===== config.mk =====
export PLATFORM = sky130hd
export DESIGN_NAME = mult_div_unit
export DESIGN_NICKNAME = d
export VERILOG_FILES = /design/src/rtl/mult_div_unit.sv
export SDC_FILE = /design/constraint.sdc
export NUM_CORES = 1
export LEC_CHECK = 0
export ABC_AREA = 1
export CAP_MARGIN = 40
export CORE_ASPECT_RATIO = 1.75
export CORE_MARGIN = 3
export CORE_UTILIZATION = 42
export CTS_CLUSTER_DIAMETER = 40
export DETAILED_ROUTE_END_ITERATION = 7
export PLACE_DENSITY = 0.6
export SLEW_MARGIN = 5
export SYNTH_ARGS = -nofsm -noshare
export SYNTH_HDL_FRONTEND = slang
export SYNTH_SLANG_ARGS = --single-unit

===== constraint.sdc =====
create_clock -name clk -period 7 [get_ports clk]
set_input_delay 1.05 -clock clk [delete_from_list [all_inputs] [get_ports clk]]
set_output_delay 1.05 -clock clk [all_outputs]
set_load 0.1 [all_outputs]

===== src/rtl/mult_div_unit.sv =====
// Iterative HI/LO multiply/divide unit with MTHI/MTLO write path.
// Define MULT_DIV_FAST_MULT_EN for a single-cycle combinational multiply.
module mult_div_unit #(
    parameter int WIDTH = 32
) (
    input  logic             clk,
    input  logic             reset,
    input  logic             start,
    input  logic [3:0]       alu_control,
    input  logic [WIDTH-1:0] op_a,
    input  logic [WIDTH-1:0] op_b,
    input  logic             mthi_en,
    input  logic             mtlo_en,
    input  logic [WIDTH-1:0] write_data,
    output logic [WIDTH-1:0] hi,
    output logic [WIDTH-1:0] lo,
    output logic             busy,
    output logic             done,
    output logic             div_by_zero
);

    localparam int CW = $clog2(WIDTH + 1);

    typedef enum logic [1:0] {IDLE, MUL, DIV, FIN} state_t;

    state_t             state, state_nxt;
    logic [CW-1:0]      count;
    logic               dz_flag;
    logic               neg_q, neg_r;
    logic [WIDTH-1:0]   opnd;
    logic [2*WIDTH-1:0] acc;

    logic               accept, is_mult, is_signed, b_zero;
    logic               mul_last, div_last;
    logic [2*WIDTH-1:0] mul_step, mul_prod, div_nxt;
    logic [WIDTH:0]     div_part;
    logic               div_ge;
    logic [WIDTH:0]     div_diff;

    function automatic logic [WIDTH-1:0] mag(input logic [WIDTH-1:0] v, input logic sgn);
        return (sgn && v[WIDTH-1]) ? -v : v;
    endfunction

    function automatic logic [WIDTH-1:0] neg_if(input logic [WIDTH-1:0] v, input logic neg);
        return neg ? -v : v;
    endfunction

    function automatic logic [2*WIDTH-1:0] neg_if2(input logic [2*WIDTH-1:0] v, input logic neg);
        return neg ? -v : v;
    endfunction

    assign accept    = start && (state == IDLE || state == FIN) && (alu_control[3:2] == 2'b10);
    assign is_mult   = alu_control[1];
    assign is_signed = ~alu_control[0];
    assign b_zero    = (op_b == '0);

    // Restoring divide step: acc holds {remainder, remaining dividend bits}.
    assign div_part = {acc[2*WIDTH-1:WIDTH], acc[WIDTH-1]};
    assign div_ge   = (div_part >= {1'b0, opnd});
    assign div_diff = div_part - {1'b0, opnd};
    assign div_nxt  = {(div_ge ? div_diff[WIDTH-1:0] : div_part[WIDTH-1:0]),
                       acc[WIDTH-2:0], div_ge};
    assign div_last = (state == DIV) && (count == CW'(1));

`ifdef MULT_DIV_FAST_MULT_EN
    assign mul_step = acc;
    assign mul_prod = {{WIDTH{1'b0}}, opnd} * {{WIDTH{1'b0}}, acc[WIDTH-1:0]};
    assign mul_last = (state == MUL);
`else
    // Shift-add step: multiplier bits shift out of the low half as product bits shift in.
    logic [WIDTH:0] mul_sum;
    assign mul_sum  = {1'b0, acc[2*WIDTH-1:WIDTH]} + (acc[0] ? {1'b0, opnd} : {(WIDTH+1){1'b0}});
    assign mul_step = {mul_sum, acc[WIDTH-1:1]};
    assign mul_prod = mul_step;
    assign mul_last = (state == MUL) && (count == CW'(1));
`endif

    always_ff @(posedge clk or posedge reset) begin
        if (reset) begin
            state   <= IDLE;
            count   <= '0;
            dz_flag <= 1'b0;
        end else begin
            state <= state_nxt;
            if (accept) begin
                count   <= CW'(WIDTH);
                dz_flag <= !is_mult && b_zero;
            end else if (busy) begin
                count <= count - CW'(1);
            end
        end
    end

    always_comb begin
        state_nxt = state;
        case (state)
            IDLE, FIN: begin
                if (accept)
                    state_nxt = is_mult ? MUL : (b_zero ? FIN : DIV);
                else
                    state_nxt = IDLE;
            end
            MUL:     if (mul_last) state_nxt = FIN;
            DIV:     if (div_last) state_nxt = FIN;
            default: state_nxt = IDLE;
        endcase
    end

    always_comb begin
        busy        = (state == MUL) || (state == DIV);
        done        = (state == FIN);
        div_by_zero = (state == FIN) && dz_flag;
    end

    // Operand capture and iteration; datapath needs no reset.
    always_ff @(posedge clk) begin
        if (accept) begin
            neg_q <= is_signed && (op_a[WIDTH-1] ^ op_b[WIDTH-1]);
            neg_r <= is_signed && op_a[WIDTH-1];
            if (is_mult) begin
                opnd <= mag(op_a, is_signed);
                acc  <= {{WIDTH{1'b0}}, mag(op_b, is_signed)};
            end else begin
                opnd <= mag(op_b, is_signed);
                acc  <= {{WIDTH{1'b0}}, mag(op_a, is_signed)};
            end
        end else if (state == MUL) begin
            acc <= mul_step;
        end else if (state == DIV) begin
            acc <= div_nxt;
        end
    end

    always_ff @(posedge clk or posedge reset) begin
        if (reset) begin
            hi <= '0;
            lo <= '0;
        end else if (mul_last) begin
            {hi, lo} <= neg_if2(mul_prod, neg_q);
        end else if (div_last) begin
            hi <= neg_if(div_nxt[2*WIDTH-1:WIDTH], neg_r);
            lo <= neg_if(div_nxt[WIDTH-1:0], neg_q);
        end else if ((state == IDLE || state == FIN) && !accept) begin
            if (mthi_en) hi <= write_data;
            if (mtlo_en) lo <= write_data;
        end
    end

endmodule

==> results of run 1 <==
-- final timing paths --
check,end,slack (ns),cells past startpoint
setup reg to reg,hi[18],2.19,21
hold / removal,hi[30],0.48,2
min in group asynchronous,lo[22],0.94,3
max in group asynchronous,hi[23],5.47,4
setup / recovery,hi[18],2.19,21
hold reg to reg,hi[30],0.48,2
-- Yosys cell counts (10+ instances only) --
cell type and n:
a21oi_1 143, a31oi_1 28, buf_1 14, buf_2 10, clkbuf_1 75, dfrtp_1 73, edfxtp_1 98, ha_1 74
inv_1 474, nand2_1 1043, nand2_2 27, nand3_1 230, nand3b_1 36, nand4_1 44, nor2_1 317, nor2_2 16
nor3_1 43, nor4_1 10, o211ai_1 52, o21ai_0 190, xnor2_1 37, xor2_1 75
-- layer usage --
layer	up-vias	track usage [%]	wire length (um)
met5	-	0	0
met4	0	36.59	11510
met3	458	4.899	4973
met2	1153	70.90	49970
met1	10630	35.76	29960
li1	10790	-	-
-- cells by family after synthesis --
kind of cell | Yosys count | share of synthesized area [%]
simple gates | 1791 | 39.01
buf+inv | 595 | 11.98
compound gates | 482 | 14.30
flops | 171 | 24.54
xor+xnor | 112 | 5.047
fa+ha+maj | 76 | 4.970
mux | 3 | 0.1545
-- worst max-delay path, delay by kind of cell, from the launching register on --
family | cells | cell delay [ns]
adder cells (fa/ha/maj) | 2 | 0.64
AO/OA/AOI/OAI | 1 | 0.21
buffers and inverters | 2 | 0.41
AND/OR/NAND/NOR | 16 | 2.92
flip-flops | 1 | 0.53
-- state kept, by name, indices dropped and copies added, names as in the netlist --
register and count:
acc 64, opnd 32, hi 32, count 6, neg_q 1, lo 32
state 2, neg_r 1, dz_flag 1
-- cell usage in the layout (no fill, tap or decap), drive strengths merged, types with 6 or more instances in the layout --
master	instances
nand2	1073
inv	486
nor2	336
nand3	234
o21ai	197
clkdlybuf4s50	171
a21oi	147
edfxtp	98
buf	95
xor2	75
ha	74
dfrtp	73
o211ai	52
nor3	46
nand4	44
xnor2	37
nand3b	36
a31oi	28
clkbuf	17
clkinv	12
nor4	10
o31ai	8
a21o	8
o221ai	8
o2111ai	6
-- cell type report --
type	instances	area (um^2)	share of cell area, %
timing repair buffer	266	3203	13.64
clock inverter	15	168.9	0.7193
sequential	171	4770	20.31
multi-input combinational	2464	12370	52.68
inverter	485	1823	7.764
tap	577	721.9	3.075
clock buffer	17	425.4	1.812
-- through the flow --
step                      hold WS, ns  utilization [%]
after floorplan                0.4534                -
after global placement         0.4653            47.36
after detailed placement       0.4662            50.30
after CTS                      0.4890            51.60
after global routing           0.5046            51.62
final                          0.4847            51.62
==> impl_metrics.env, run 1 <==
export IMPL_cp_start_kind="flop"
export IMPL_relSlewSlack_pct=36.36
export IMPL_crit_required_ns=7.38
export IMPL_vias=23030
export IMPL_synth_edf_count=98
export IMPL_fin_skew_ns=0.01308
export IMPL_fin_area_mm2=0.02348
export IMPL_dp_cells=3962
export IMPL_grt_pass1_wl_mm=140.4
export IMPL_cts_root_buffer="clkbuf_16"
export IMPL_critPathMaxStageDelay_ns=0.53
export IMPL_worstPathMaxFanout=54
export IMPL_hp_start="hi[30]"
export IMPL_cts_tree="built"
export IMPL_firstDrtPassIters=6
export IMPL_initial_core_util_pct=42.72
export IMPL_post_drt_wl_per_cell_um=24.13
export IMPL_timing_rr_start="acc[31]"
export IMPL_fp_dieArea_mm2=0.04900
export IMPL_portBuffers=171
export IMPL_post_route_period_util_pct=68.73
export IMPL_dr_first_iter_drc_count=2183
export IMPL_antenna_cells=0
export IMPL_synthTopCellsByArea="nand2_1 20%, edfxtp_1 15%, dfrtp_1 9.4%"
export IMPL_yosysWarnings=0
export IMPL_post_cts_buffers=0
export IMPL_die_h_um=290.6
export IMPL_hold_buffers=0
export IMPL_first_global_vias=22990
export IMPL_fp_coreArea_mm2=0.04549
export IMPL_synth_largest_area_cell="nand2_1"
export IMPL_async_flop_share_pct=42.69
export IMPL_antenna_found_initial=0
export IMPL_hp_class="flop to flop"
export IMPL_gp_congestion=1.023
export IMPL_ys_ff_latch=171
export IMPL_ant_nets=0
export IMPL_cts_max_level=4
export IMPL_drt_wl_total_mm=96.42
export IMPL_cts_clk_slew_worst_paths_ns=0.08
export IMPL_tns_ns=0
export IMPL_synth_ff_type="edfxtp_1"
export IMPL_synth_top_area_share_pct=20.14
export IMPL_max_cap_violations=0
export IMPL_final_hold_viol_count=0
export IMPL_cts_buffer_depth=2
export IMPL_syn_area_per_cell_um2=6.017
export IMPL_via_per_inst=5.764
export IMPL_synth_fp_nets=3411
export IMPL_tightest_slew_ns=0.9513
export IMPL_worstSetupStartpoint="acc[31]"
export IMPL_fp_row_count=103
export IMPL_clock_sinks=171
export IMPL_die_x_um=168.6
export IMPL_slowest_stage="edfxtp_1"
export IMPL_crit_chain="inv_1, ha_1, inv_1, nand3_1, nand3_1, nand2_2, nand2_2, nand2_4, nand2_8, nand2_1, nand2_1, ha_1, nand2_1, nor2_2, nand3_2, nand2_2, nand3_1, nand3_1, nand2_1, nand2_1, a21oi_1"
export IMPL_critical_path_class="flop to flop"
export IMPL_dpl_cell_area_mm2=0.02288
export IMPL_fmaxAchievable_mhz=207.9
export IMPL_period_needed_ns=4.811
export IMPL_dpl_hpwl_mm=79.53
export IMPL_finalNetCount=3586
export IMPL_drive_above_1_share_pct=6.115
export IMPL_grt_total_usage_pct=38.56
export IMPL_yosysUniqueCellTypes=62
export IMPL_fill_cells=4675
export IMPL_ys_seq_area_share_pct=24.54
export IMPL_endpoint_kind="flop"
export IMPL_ctsResizeCount=0
export IMPL_crit_top_cell="nand2_1"
export IMPL_drcViolationCount=0
export IMPL_syn_cell_area_mm2=0.01944
export IMPL_timing_final_ws_setup_ns=2.189
export IMPL_finalSetupViolations=0
export IMPL_area_growth_pct=20.81
export IMPL_slew_violations=0
export IMPL_worstPathArrival_ns=5.19
export IMPL_grt_setup_unrepaired="false"
export IMPL_synth_cells=3230
export IMPL_fin_cells=3995
export IMPL_grt_ovfl_total=0
export IMPL_place_ws_ns=2.404
export IMPL_cts_made_buffers=17
export IMPL_clk_latency_ns=0.47
export IMPL_status="completed"
export IMPL_io_pins=172
export IMPL_grt_max_degree=96
Power of run 1 is not shown: default switching activity piles up to over one toggle a cycle in this logic, so the estimate is an artifact.
==> run 2, diff against run 1 <==
==> constraint.sdc (replaced) <==
create_clock -name clk -period 5 [get_ports clk]
set_input_delay 0.75 -clock clk [delete_from_list [all_inputs] [get_ports clk]]
set_output_delay 0.75 -clock clk [all_outputs]
set_load 0.1 [all_outputs]
==> run 2 against run 1 <==
Compared with the run above:
- the run now ends with DRC left
- worst hold slack worse by 0.00058 ns
- register-to-register slack worse by 1.7 ns
- final area is 0.48% higher
- clock-buffer cell count stayed put
- wire length is 0.66% higher
- non-clock buffer count is 10 higher
- cell count is 0.25% higher
- critical path depth stayed put
- die area stayed put
- critical endpoint is now hi[10]
- highest routed layer unchanged
==> impl_metrics.env, run 2 (synthesized netlist as in run 1, its figures left out) <==
export IMPL_area_growth_pct=21.40
export IMPL_worstPathMaxFanout=27
export IMPL_cts_tree="built"
export IMPL_violations="DRC"
export IMPL_fin_area_mm2=0.02360
export IMPL_mostFrequentLayoutCell="nand2_1"
export IMPL_post_route_period_util_pct=90.89
export IMPL_layout_common_cells="1043 x nand2_1, 471 x inv_1, 315 x nor2_1"
export IMPL_die_h_um=290.6
export IMPL_cts_root_buffer="clkbuf_16"
export IMPL_hold_buffers=0
export IMPL_via_per_inst=5.786
export IMPL_status="complete, but fails checks"
export IMPL_antenna_cells=0
export IMPL_portBuffers=171
export IMPL_drt_wl_total_mm=97.06
export IMPL_gr_usage_met2_pct=70.38
export IMPL_ctsResizeCount=0
export IMPL_seq_area_mm2=0.004770
export IMPL_fp_coreArea_mm2=0.04549
export IMPL_fin_skew_ns=0.01481
export IMPL_slew_violations=0
export IMPL_place_ws_ns=0.5891
export IMPL_first_global_vias=23240
export IMPL_cts_max_level=4
export IMPL_initial_core_util_pct=42.72
export IMPL_post_drt_wl_per_cell_um=24.23
export IMPL_worstSetupStartpoint="acc[57]"
export IMPL_grt_max_degree=96
export IMPL_cts_clk_slew_worst_paths_ns=0.08
export IMPL_critPathCapture="hi[10]"
export IMPL_timing_rr_start="acc[57]"
export IMPL_post_cts_buffers=0
export IMPL_fp_row_count=103
export IMPL_fp_dieArea_mm2=0.04900
export IMPL_clk_latency_ns=0.47
export IMPL_tightest_slew_ns=1.008
export IMPL_rrSetupSlack_ns=0.46
export IMPL_dpl_cell_area_mm2=0.02297
export IMPL_vias=23170
export IMPL_grt_setup_unrepaired="false"
export IMPL_max_cap_violations=0
export IMPL_grt_busiest_layer="met2"
export IMPL_io_pins=172
export IMPL_gp_congestion=1.051
export IMPL_ant_nets=0
export IMPL_hp_class="flop to flop"
export IMPL_clock_sinks=171
export IMPL_fmaxAchievable_mhz=220.1
export IMPL_grtUsageMet1_pct=36.99
export IMPL_firstDrtPassIters=8
export IMPL_largest_register_ffs=64
export IMPL_cp_start_kind="flop"
export IMPL_drive_above_1_share_pct=6.389
export IMPL_critical_path_class="flop to flop"
export IMPL_reg2reg_depth=21
export IMPL_top_register="acc"
export IMPL_tns_ns=0
export IMPL_grt_ovfl_total=0
export IMPL_min_path_cells=1
export IMPL_crit_required_ns=5.32
export IMPL_final_hold_viol_count=0
export IMPL_cts_made_buffers=17
export IMPL_finalNetCount=3596
export IMPL_period_needed_ns=4.544
export IMPL_dr_first_iter_drc_count=2016
export IMPL_multiInputGateArea_mm2=0.01237
export IMPL_r2r_end="hi[10]"
export IMPL_grt_pass1_wl_mm=141.8
export IMPL_cts_buffer_depth=2
export IMPL_relSlewSlack_pct=32.12
export IMPL_holdWs_ns=0.4841
export IMPL_finalSetupViolations=0
export IMPL_timing_final_ws_setup_ns=0.4556
export IMPL_drcViolationCount=1
export IMPL_antenna_found_initial=0
export IMPL_fill_cells=4729
export IMPL_met3_usage_pct=4.491
export IMPL_worstPathArrival_ns=4.86
export IMPL_dpl_hpwl_mm=80.05
export IMPL_grt_total_usage_pct=38.84
export IMPL_endpoint_kind="flop"
export IMPL_die_x_um=168.6
## run 2: cell type report
cell class	count	area share [%]
Clock buffer	17	1.803
Clock inverter	15	0.8484
Inverter	485	7.726
Multi-Input combinational cell	2464	52.42
Sequential cell	171	20.21
Tap cell	577	3.060
Timing Repair Buffer	276	13.93
## run 2: critical path, cell delays in order, from the launching register on
cell and delay [ns]:
edfxtp_1 0.57, ha_1 0.45, nand2_1 0.10, nand2_1 0.10
nand3_1 0.12, nand2_1 0.07, a21oi_1 0.30, nand2_2 0.15
nor2_8 0.35, buf_4 0.34, nand3_1 0.12, nand2_1 0.27
ha_1 0.28, nand2_1 0.08, nor2_2 0.18, nand3_2 0.12
nand2_2 0.19, nand2_1 0.08, nand3_1 0.11, a21oi_1 0.07
o21ai_0 0.17, nand2_1 0.16
## run 2: per-layer routing
metal / vias to the layer above / part of all wire, %
li1: 10780 / -
met1: 10750 / 32
met2: 1173 / 51
met3: 462 / 5.0
met4: 0 / 12
met5: - / 0
## run 2: worst min-delay path by stage
| stage | from | to | slack [ns] |
|---|---|---|---|
| floorplan | dz_flag | dz_flag | 0.45 |
| global placement | lo[26] | lo[26] | 0.46 |
| detailed placement | hi[26] | hi[26] | 0.47 |
| CTS | lo[19] | lo[19] | 0.49 |
| global route | hi[19] | hi[19] | 0.50 |
| finish | lo[19] | lo[19] | 0.48 |
## run 2: stage by stage
| step | util (%) | std cells |
|---|---|---|
| after floorplan | - | 3230 |
| after global routing | 51.87 | 4005 |
| final | 51.87 | 4005 |
| after global placement | 47.63 | 3904 |
| after detailed placement | 50.49 | 3973 |
| after CTS | 51.87 | 4005 |
Power of run 2 is left out for the same reason.
